### config.mk
export PLATFORM = sky130hd
export DESIGN_NAME = cdc_handshake_tx
export DESIGN_NICKNAME = d
export VERILOG_FILES = /design/src/rtl/cdc_handshake_tx.sv
export SDC_FILE = /design/constraint.sdc
export NUM_CORES = 1
export LEC_CHECK = 0
export ABC_AREA = 1
export CORE_UTILIZATION = 38
export CTS_CLUSTER_DIAMETER = 150
export DETAILED_ROUTE_END_ITERATION = 16
export PLACE_DENSITY_LB_ADDON = 0.2
export SETUP_SLACK_MARGIN = 0.1
export SYNTH_ARGS = -nofsm -noshare
export SYNTH_HDL_FRONTEND = slang
export SYNTH_SLANG_ARGS = --single-unit
### constraint.sdc
create_clock -name i_clk -period 0.9 [get_ports i_clk]
set_input_delay 0.18 -clock i_clk [delete_from_list [all_inputs] [get_ports i_clk]]
set_output_delay 0.18 -clock i_clk [all_outputs]
set_load 0.02 [all_outputs]
### src/rtl/cdc_handshake_tx.sv
`timescale 1ns/1ps
`default_nettype none
// ============================================================================
//  Module      : cdc_handshake_tx
//  Description : Source-domain end of a 4-phase req/ack clock-domain-crossing
//                handshake. Captures one word, holds it on o_data while o_req
//                is high, waits for the synchronised acknowledge, then
//                completes the return-to-zero phase and pulses o_done.
//  Revision    : 1.0 - initial release
// ============================================================================
module cdc_handshake_tx #(
    parameter int DATA_WIDTH  = 8,
    parameter int SYNC_STAGES = 2
) (
    input  logic                  i_clk,
    input  logic                  i_rst,
    input  logic                  i_valid,
    input  logic [DATA_WIDTH-1:0] i_data,
    output logic                  o_ready,
    output logic                  o_req,
    output logic [DATA_WIDTH-1:0] o_data,
    input  logic                  i_ack,
    output logic                  o_done
);

    // Handshake phases: waiting for a word, request raised, waiting for ack release
    localparam logic [1:0] S_IDLE = 2'd0;
    localparam logic [1:0] S_REQ  = 2'd1;
    localparam logic [1:0] S_DROP = 2'd2;

    logic [SYNC_STAGES-1:0] r_ack_sync;
    logic                   w_ack_s;

    logic [1:0]             r_state;
    logic                   r_req;
    logic [DATA_WIDTH-1:0]  r_data;
    logic                   r_done;

    logic [1:0]             w_state_nxt;
    logic                   w_req_nxt;
    logic [DATA_WIDTH-1:0]  w_data_nxt;
    logic                   w_done_nxt;
    logic                   w_ready;
    logic                   w_accept;

    // Multi-flop synchroniser for the asynchronous acknowledge; only the last stage is used
    always_ff @(posedge i_clk) begin
        if (i_rst) begin
            r_ack_sync <= '0;
        end else begin
            r_ack_sync <= {r_ack_sync[SYNC_STAGES-2:0], i_ack};
        end
    end

    assign w_ack_s = r_ack_sync[SYNC_STAGES-1];

    // A stale or spurious ack blocks new words until the destination has released it
    assign w_ready  = (r_state == S_IDLE) && !w_ack_s;
    assign w_accept = i_valid && w_ready;

    // Next-state and next-output logic of the 4-phase handshake
    always_comb begin
        w_state_nxt = r_state;
        w_req_nxt   = r_req;
        w_data_nxt  = r_data;
        w_done_nxt  = 1'b0;
        case (r_state)
            S_IDLE: begin
                if (w_accept) begin
                    w_data_nxt  = i_data;
                    w_req_nxt   = 1'b1;
                    w_state_nxt = S_REQ;
                end
            end
            S_REQ: begin
                // An ack pulse that never reached the synchroniser output is ignored
                if (w_ack_s) begin
                    w_req_nxt   = 1'b0;
                    w_state_nxt = S_DROP;
                end
            end
            S_DROP: begin
                if (!w_ack_s) begin
                    w_done_nxt  = 1'b1;
                    w_state_nxt = S_IDLE;
                end
            end
            default: begin
                w_req_nxt   = 1'b0;
                w_state_nxt = S_IDLE;
            end
        endcase
    end

    // State and output registers; o_req comes straight from a flop so it cannot glitch
    always_ff @(posedge i_clk) begin
        if (i_rst) begin
            r_state <= S_IDLE;
            r_req   <= 1'b0;
            r_data  <= '0;
            r_done  <= 1'b0;
        end else begin
            r_state <= w_state_nxt;
            r_req   <= w_req_nxt;
            r_data  <= w_data_nxt;
            r_done  <= w_done_nxt;
        end
    end

    assign o_ready = w_ready;
    assign o_req   = r_req;
    assign o_data  = r_data;
    assign o_done  = r_done;

endmodule
`default_nettype wire

==> summary.md <==
| Metric | Value |
|---|---|
| Max Clock Skew | `0.433 ps` |
| VDD IR-drop max | `a little over 800 uV` |
| Io pins | `23` |
| Critical path type | `register to register` |
| Reg2reg start | `r_ack_sync[1]` |
| Gr ovfl total | `0` |
| Final Wtd Congestion | `about 0.76` |
| Failing checks | `setup timing` |
| Outcome | `complete, but fails checks` |
| Non-filler cells, final | `around 140` |
| Met2 usage | `27.9%` |
| M1 GR Usage | `around a fifth` |
| Clk Latency, worst-skew pair | `between 200 and 300 ps` |
| Yosys warns | `0` |
| R2R depth | `6` |
| Final Max Slew Viols | `0` |
| Hold Startpoint | `r_ack_sync[0]` |
| Inserted Diodes | `0` |
| Pin count of the biggest net entering global routing | `11` |
| Maxcap violations | `0` |
| Core area | `1540 um2` |
| Pwr Density | `between 1000 and 1500 nW/um2` |
| Initial antenna violation count | `0` |
| Post-synthesis async set-or-reset flop share | `0%` |
| R2R setup slack | `-220 ps` |
| CTS tree | `yes` |
| Peak Freq | `0.892 GHz` |
| Layout cells sized above 1 | `39.8%` |
| Fin util | `just over 70%` |
| Worst hold endpoint | `r_ack_sync[1]` |
| Worst slew pin tran | `308 ps` |
| Placed Cells | `around 140` |
| Total number of vias | `roughly 640` |
| CP required | `between 1000 and 1500 ps` |
| Hold path cells | `2` |
| CTS clock-pin slew for the worst setup and hold paths | `80 ps` |
| CP cell instances | `buf_6 -> nor2_4 -> buf_6 -> nand4_1 -> nand2_1 -> nor2_2` |
| Post-route ant nets | `0` |
| Endpoints failing hold | `0` |
| TritonCTS Buffers | `3` |
| Seq/Total Area, Yosys | `approximately 44%` |
| Starting Density | `around two fifths` |
| IO Port Bufs | `22` |
| PnR worst setup slack | `-221 ps` |
| Hold_buf cts | `0` |
| Setup WS pre-CTS | `-355 ps` |
| Clk sinks | `14` |
| #FFs+latches synth | `14` |
| Die Span X | `approximately 43 um` |
| Detailed Place HPWL | `approximately 940 um` |
| Fin crit share | `125%` |
| Worst relative slew slack | `between 70 and 80%` |
| Syn Std Cell Area | `between 600 and 700 um2` |
| Die area | `roughly 1800 um2` |
| All-Layer GR Usage | `roughly 17%` |
| Setup-failing EPs final | `20` |
| Post-synth top area cell | `dfxtp_1` |
| Routed wire length | `around 1400 um` |
| GR peak layer | `met2` |
| DRT iter0 DRCs | `14` |
| Post-Syn Area per Cell | `slightly above 7 um2` |
| Min-Delay Path Class | `register to register` |
| CP arrival | `approximately 1300 ps` |
| FF-to-FF End | `o_data[3]` |
| Met3 Use GR | `roughly 3.8%` |
| Cell mode on critical path | `buf_6` |
| Crit path largest cell delay | `~350 ps` |
| Routed len/inst | `~10 um` |
| Synth unique cells | `16` |
| Global-route wire length before repair | `approximately 2300 um` |
| Synth Instances | `90` |
| Final nets | `141` |
| Top cells by count, synth | `inv_1, nand2_1, dfxtp_1` |
| Clock buffer depth | `2` |
| Crit-path max FO | `4` |
| Vias in the first global route | `~550` |
| # fillers | `between 100 and 150` |
| Top cell type's share of synthesized area | `~44%` |
| # DRC | `0` |
| Crit end category | `register` |
| CP max-delay cell | `dfxtp_4` |
| Pre-Repair DR Iteration Count | `4` |
| Most common cell in the synthesized netlist | `inv_1` |
| Synth-to-Final Area Change | `71.1%` |
| Synth top area cells | `dfxtp_1, inv_1, nand2_1` |
| Clock period minus worst slack | `between 1000 and 1500 ps` |
| Via/cell ratio | `4.47` |
| EDFF count, synth | `0` |
| Post-Syn Nets | `102` |
| Num rows | `14` |
| P_leak | `between 0.0005 and 0.0006 uW` |
| CP startpoint kind | `register` |
| Number of H-tree levels | `1` |
| Clock Root Buffer | `clkbuf_4` |
| Setup repair after global routing missed its margin | `yes` |
| Die Y | `approximately 43 um` |
| Ys flop type | `dfxtp_1` |
| Power Total | `between 1000 and 1500 uW` |
[metal layers]
layer,share of wire (%),vias to the layer above
met5,0,-
met4,1.0,0
met3,4.6,2
met2,50,18
met1,44,276
li1,-,347
[cell usage in the layout (no fill, tap or decap), types with 2 or more instances in the layout]
master           synthesis  routed
nand4_1                  8       8
a21oi_2                  0       2
dfxtp_2                  0      12
nand2_1                 19      18
buf_4                    0       7
clkbuf_4                 0       3
inv_1                   27      26
buf_6                    1      15
nor2_1                   8       8
nor3_2                   0       2
nand3_4                  1       2
nor2_2                   2       2
clkdlybuf4s50_1          0      11
[critical path: cells and delay by family, from the launching register on]
family,cells,cell delay (ps)
buf+inv,2,260
flops,1,350
simple gates,4,410
[registers in the layout, indices dropped and copies added, names as in the netlist]
name / cells
r_state: 2
o_done: 1
r_ack_sync: 2
o_data: 8
o_req: 1
[worst max-delay path by stage]
stage                              from        end
after floorplan           r_ack_sync[1]  o_data[3]
final                     r_ack_sync[1]  o_data[3]
after detailed placement     r_state[0]    o_ready
after global placement       r_state[0]    o_ready
after CTS                    r_state[0]    o_ready
after global routing      r_ack_sync[1]  o_data[3]
[power breakdown]
group	total (uW)	internal [uW]	switching, uW	leakage, uW
clock	363	172	191	0.0000150
sequential	697	669	28.4	0.000120
combinational	429	222	208	0.000425
total	1490	1060	427	0.000560
[per-stage QoR]
step           area [um2]  TNS (ps)  hold WS (ps)
2_1_floorplan         646      -106           242
3_3_place_gp          945     -5650           383
3_5_place_dp          945     -5700           387
4_1_cts              1070     -2240           401
5_1_grt              1090     -3510           411
6_report             1090     -2300           398
[cell type report]
type	count	area [um2]	area share [%]
clock buffer	4	26.3	2.42
inverter	28	113	10.4
multi-input combinational	47	277	25.4
sequential	14	299	27.5
tap	16	20.0	1.84
timing repair buffer	34	347	31.9
timing repair inverter	1	6.26	0.575
[cell families (layout without fill, tap and decap cells)]
family / after synthesis / after routing / synth area share (%)
flops: 14 / 14 / 44.1
simple gates: 42 / 43 / 32.9
buf+inv: 30 / 67 / 19.1
compound gates: 4 / 4 / 3.94
[repair_timing]
item	4_1_cts	5_1_grt
gates resized for setup	89	4
setup buffers	1	1
cloned	2	0
endpoints found under the setup margin	23	23
pin swaps	9	11
(Power assumes the default switching activity.)
